### src/rtl/beams_pick_ctrl.sv
// Beam pick controller: buffers per-RBG sort results in a 2-entry FIFO and
// presents them to the pick datapath at each RBG start, tracking symbols.
module beams_pick_ctrl #(
  parameter int unsigned RBG_BEATS = 48,
  parameter int unsigned SYM_NUM   = 14
) (
  input  logic              i_clk,
  input  logic              i_reset,
  input  logic              i_sort_vld,
  input  logic [15:0][7:0]  i_sort_idx,
  input  logic [15:0][31:0] i_sort_pwr,
  output logic              o_sort_rdy,
  input  logic              i_data_vld,
  input  logic              i_data_eop,
  output logic [15:0][7:0]  o_sort_idx,
  output logic [15:0][31:0] o_sort_pwr,
  output logic              o_sort_sop,
  output logic              o_rbg_load,
  output logic              o_sym_1st,
  output logic [3:0]        o_sym_cnt,
  output logic              o_err_udf,
  output logic              o_err_eop
);

  localparam logic [0:0] ST_IDLE   = 1'b0;
  localparam logic [0:0] ST_RUN    = 1'b1;
  localparam logic [7:0] BEAT_LAST = 8'(RBG_BEATS - 1);
  localparam logic [3:0] SYM_LAST  = 4'(SYM_NUM - 1);

  logic [0:0]              state, state_nxt;
  logic [7:0]              beat_cnt, beat_nxt;
  logic [1:0]              fifo_cnt;
  logic                    wr_ptr, rd_ptr;
  logic [1:0][15:0][7:0]   fifo_idx;
  logic [1:0][15:0][31:0]  fifo_pwr;
  logic                    rbg_start, sym_end, push, pop;

  // Ready depends only on registered occupancy; a full FIFO never takes a push.
  assign o_sort_rdy = (fifo_cnt < 2'd2);

  // Next state, beat counter and FIFO handshakes.
  always_comb begin
    state_nxt = state;
    beat_nxt  = beat_cnt;
    rbg_start = i_data_vld && (beat_cnt == 8'd0);
    sym_end   = i_data_vld && i_data_eop;
    push      = i_sort_vld && o_sort_rdy;
    pop       = rbg_start && (fifo_cnt != 2'd0);
    if (i_data_vld) begin
      beat_nxt = (beat_cnt == BEAT_LAST) ? 8'd0 : beat_cnt + 8'd1;
    end
    case (state)
      ST_IDLE: if (i_data_vld) state_nxt = ST_RUN;
      ST_RUN:  ;
      default: state_nxt = ST_IDLE;
    endcase
    // End of symbol wins, including an eop on the very first beat.
    if (sym_end) begin
      state_nxt = ST_IDLE;
      beat_nxt  = 8'd0;
    end
  end

  // State, counters, outputs and error flags.
  always_ff @(posedge i_clk) begin
    if (i_reset) begin
      state      <= ST_IDLE;
      beat_cnt   <= 8'd0;
      fifo_cnt   <= 2'd0;
      wr_ptr     <= 1'b0;
      rd_ptr     <= 1'b0;
      o_sort_idx <= '0;
      o_sort_pwr <= '0;
      o_sort_sop <= 1'b0;
      o_rbg_load <= 1'b0;
      o_sym_1st  <= 1'b0;
      o_sym_cnt  <= 4'd0;
      o_err_udf  <= 1'b0;
      o_err_eop  <= 1'b0;
    end else begin
      state      <= state_nxt;
      beat_cnt   <= beat_nxt;
      o_rbg_load <= rbg_start;
      o_sort_sop <= i_data_vld && (state == ST_IDLE);
      o_sym_1st  <= (o_sym_cnt == 4'd0) && ((state == ST_RUN) || i_data_vld);
      if (push) wr_ptr <= ~wr_ptr;
      if (pop) begin
        rd_ptr     <= ~rd_ptr;
        o_sort_idx <= fifo_idx[rd_ptr];
        o_sort_pwr <= fifo_pwr[rd_ptr];
      end
      case ({push, pop})
        2'b10:   fifo_cnt <= fifo_cnt + 2'd1;
        2'b01:   fifo_cnt <= fifo_cnt - 2'd1;
        default: fifo_cnt <= fifo_cnt;
      endcase
      if (sym_end) o_sym_cnt <= (o_sym_cnt == SYM_LAST) ? 4'd0 : o_sym_cnt + 4'd1;
      if (rbg_start && (fifo_cnt == 2'd0)) o_err_udf <= 1'b1;
      if (sym_end && (beat_cnt != BEAT_LAST)) o_err_eop <= 1'b1;
    end
  end

  // FIFO storage needs no reset; occupancy gates every read.
  always_ff @(posedge i_clk) begin
    if (i_sort_vld && o_sort_rdy) begin
      fifo_idx[wr_ptr] <= i_sort_idx;
      fifo_pwr[wr_ptr] <= i_sort_pwr;
    end
  end

endmodule

### config.mk
export PLATFORM = sky130hd
export DESIGN_NAME = beams_pick_ctrl
export DESIGN_NICKNAME = d
export VERILOG_FILES = /design/src/rtl/beams_pick_ctrl.sv
export SDC_FILE = /design/constraint.sdc
export NUM_CORES = 2
export LEC_CHECK = 0
export BUFFER_PORTS_ARGS = -buffer_cell sky130_fd_sc_hd__buf_2
export CORE_AREA = 2 2 497 499
export CTS_CLUSTER_SIZE = 30
export DETAILED_ROUTE_END_ITERATION = 8
export DIE_AREA = 0 0 499 501
export GPL_ROUTABILITY_DRIVEN = 0
export PLACE_DENSITY_LB_ADDON = 0.3
export SLEW_MARGIN = 20
export SYNTH_ARGS = -nofsm -noshare
export SYNTH_HDL_FRONTEND = slang
export SYNTH_SLANG_ARGS = --single-unit
export TNS_END_PERCENT = 100
### constraint.sdc
create_clock -name i_clk -period 94.8 [get_ports i_clk]
set_clock_uncertainty 0.2 [all_clocks]
set_input_delay 4.74 -clock i_clk [delete_from_list [all_inputs] [get_ports i_clk]]
set_output_delay 4.74 -clock i_clk [all_outputs]
set_load 0.005 [all_outputs]
==> results.md <==
- Status: finished clean
- Vias in the first global route: 44.1k
- Fin. max-slew vios: 0
- Placed cells: 8,524
- Peak Freq: 0.0992 GHz
- CP arrival: 10,270 ps
- VDD IR max: 0.0000220 V
- Cell area after synthesis: 69,500 sq um
- Hold WS: 256 ps
- Synth Area in Compound Gates: 12.9%
- Row count: 182
- Post-Synth Simple-Gate Area: 0.346%
- Total power: 2.55 mW
- Top cell by count, worst path: buf_4
- Finished Layout Cells: 8,962
- Largest net degree at the start of global routing: 196
- Synth area leader: edfxtp_1
- Cell family with most CP delay: buffers and inverters
- Overflow after GRT: 0
- Avg Vias per Cell: 5.03
- Async SR Flop Fraction: 0%
- Root buffer cell: clkbuf_16
- Final worst setup slack: 84,720 ps
- M1 GR Usage: 21.7%
- Setup Viol. Count Final: 0
- M2 GR Usage: 27.0%
- Setup crit start: i_sort_vld
- Final setup TNS: 0 ps
- CTS tree: done
- Max-cap violations: 0
- Grt peak-use layer: met2
- Adder-cell area share of the yosys netlist: 0.0540%
- CTS buffer count: 206
- Leak pwr: 29.9 nW
- CP max FO: 72
- Syn Inst Count: 4,377
- Syn nets: 5,025
- Most frequent cells in the layout: buf_2 (1,293), edfxtp_1 (1,280), dfxtp_1 (661), a211oi_1 (643)
- Core area: 245,000 sq um
- Clock transition at path regs: 60 ps
- Initial core utilization: 28.4%
- Critical path launch point type: primary input
- Min Clock Period, post-route: 10,080 ps
- Cell variety after synth: 33
- Total wire length: 230,000 microns
- WP buf/inv: 6
- IO Pins: 1,295
- All-Layer GR Usage: 17.5%
- Avg WL per Cell: 25.7 microns
- Slowest-stage cell, CP: buf_4
- Final hold vios: 0
- R2R Path End: fifo_pwr[775]$_DFFE_PP_
- Yosys reg bits: 1,942
- Ranking of synthesized cells by area: edfxtp_1 (55%), dfxtp_1 (19%), mux2i_1 (9.2%)
- Slowest stage delay, CP: 890 ps
- WP depth: 7
- Setup slack, reg-to-reg: 88,210 ps
- Cts hold-fix bufs: 0
- Pre-Repair DR Iteration Count: 5
- Reg2Reg Depth: 7
- CTS resizes: 0
- Rel. slew slack: 7.94%
- Post-synth EDFFs: 1,280
- Dpl hpwl: 150,000 microns
- # fillers: 23.6k
- Die extent in x: 499 microns
- Via count: 45.1k
- Clock Latency Late Sink: 840 ps
- # DRC: 0
- Clock sinks: 1,942
- Share of layout cells above drive strength 1: 29.4%
- Mean Syn Cell Area: 15.9 sq um
- DR iter-0 viols: 4,047
- Worst hold path class: register to register
- ANT nets after route: 0
- Req. time, crit path: 94,980 ps
- Dpl ws: 83,920 ps
- Pwr per Cell Area: 29.8 nW/um^2
- Worst slew pin tran: 1380 ps
- Crit path kind: primary input to register
- Unrepaired setup endpoints after global routing: false
- Port Buffer Count: 1,294
- Xor/xnor share of the synthesized area: 0.0882%
- Final Cycle Share: 10.6%
- Crit-path cells: buf_2, and3_4, buf_4, buf_4, buf_4, buf_4, buf_4
- Largest family of logic cells by synthesized area: compound AO/OA/AOI/OAI gates
- Sequential cell area fraction in the yosys report: 74.4%
- Layout area overhead: 23.2%
- Share of the synthesized area in the top cell type: 55.3%
- Final net count: 6,160
- M3 GR Usage: 6.88%
- Worst Setup EP: fifo_pwr[775]$_DFFE_PP_
- Post-CTS setup buffers: 0
- First-pass GRT wire length: 324,000 microns
- H-tree Lvls: 4
- Maximum clock path buffer count: 3
- Initial antenna violation count: 143
- Die height: 501 microns
- Die footprint: 250,000 sq um
- Hold Crit Depth: 2
- Critical path capture point type: register
- Most common cell after layout, fill and taps aside: buf_2
- Syn. warnings: 0
- Mux contribution to synthesized area: 9.26%
- Main synth FF type: edfxtp_1
- Origin of the critical flop-to-flop path: fifo_cnt[1]$_SDFFE_PP0P_
[area by class of cell]
cell class / instances / area (sq um) / area share (%)
inverters: 5 / 18.8 / 0.0219
diodes: 45 / 113 / 0.132
well taps: 3220 / 4030 / 4.71
clock buffers: 283 / 5660 / 6.61
flip-flops and latches: 1942 / 51700 / 60.4
clock inverters: 110 / 1220 / 1.43
multi-input cells: 1996 / 15800 / 18.4
repair buffers: 1361 / 7110 / 8.30
[registers in the layout, summed over array words and instances, names as in the netlist]
name	cells
fifo_pwr	1024
o_sort_pwr	512
fifo_idx	256
o_sort_idx	128
beat_cnt	8
o_sym_cnt	4
fifo_cnt	2
o_err_eop	1
o_err_udf	1
o_rbg_load	1
o_sort_sop	1
o_sym_1st	1
rd_ptr	1
state	1
wr_ptr	1
[where the power goes]
| part | switching, mW | total, mW | internal [mW] |
|---|---|---|---|
| Sequential | 0.0644 | 1.15 | 1.09 |
| Combinational | 0.393 | 0.593 | 0.200 |
| Clock | 0.347 | 0.805 | 0.458 |
[worst min path at each step]
stage / start / end / slack, ps
final: o_err_eop$_SDFFE_PP0P_ / o_err_eop$_SDFFE_PP0P_ / 260
after global placement: o_err_eop$_SDFFE_PP0P_ / o_err_eop$_SDFFE_PP0P_ / 240
after floorplan: state$_SDFF_PP0_ / o_sort_sop$_SDFF_PP0_ / 220
after detailed placement: state$_SDFF_PP0_ / o_sort_sop$_SDFF_PP0_ / 250
after CTS: state$_SDFF_PP0_ / o_sort_sop$_SDFF_PP0_ / 260
after global routing: o_err_eop$_SDFFE_PP0P_ / o_err_eop$_SDFFE_PP0P_ / 280
[layer usage]
layer	vias to the layer above	part of all wire, %
met2	1863	46
met1	22600	40
met4	102	4.1
met5	-	0.30
met3	513	9.6
li1	20000	-
[cells in the mapped netlist, types with 2 or more instances]
cell,n
a21oi_1,6
a211oi_1,643
buf_1,10
mux2i_1,642
inv_1,5
o21bai_1,2
buf_2,218
nand2b_1,2
o21ai_0,5
buf_4,36
xor2_1,5
nand4_1,4
xnor2_1,2
a221oi_1,3
or3_1,5
and3_1,3
clkbuf_1,170
a31oi_1,642
nor2_1,10
dfxtp_1,662
a311oi_1,2
ha_1,3
nand2_1,6
edfxtp_1,1280
nor4b_4,2
or2_2,2
[metrics by stage]
step | cell area, sq um | utilization (%)
floorplan | 69500 | -
global placement | 78600 | 32.1
detailed placement | 78600 | 32.1
CTS | 85500 | 34.9
global route | 85500 | 34.9
finish | 85600 | 35.0
[worst reg2reg max path: cells and delay by family, from the launching register on]
family	cells	cell delay, ps
and+or+nand+nor	1	800
buffers and inverters	6	4730
DFF	1	360
[logic make-up (layout without fill, tap and decap cells)]
kind of cell    Yosys count  count (layout)
compound gates         1304            1304
xor+xnor                  7               7
fa+ha+maj                 3               3
buf+inv                 439            1759
flops                  1942            1942
mux                     643             643
other cells               0              45
simple gates             39              39
Power figures use the tool's default switching activity.
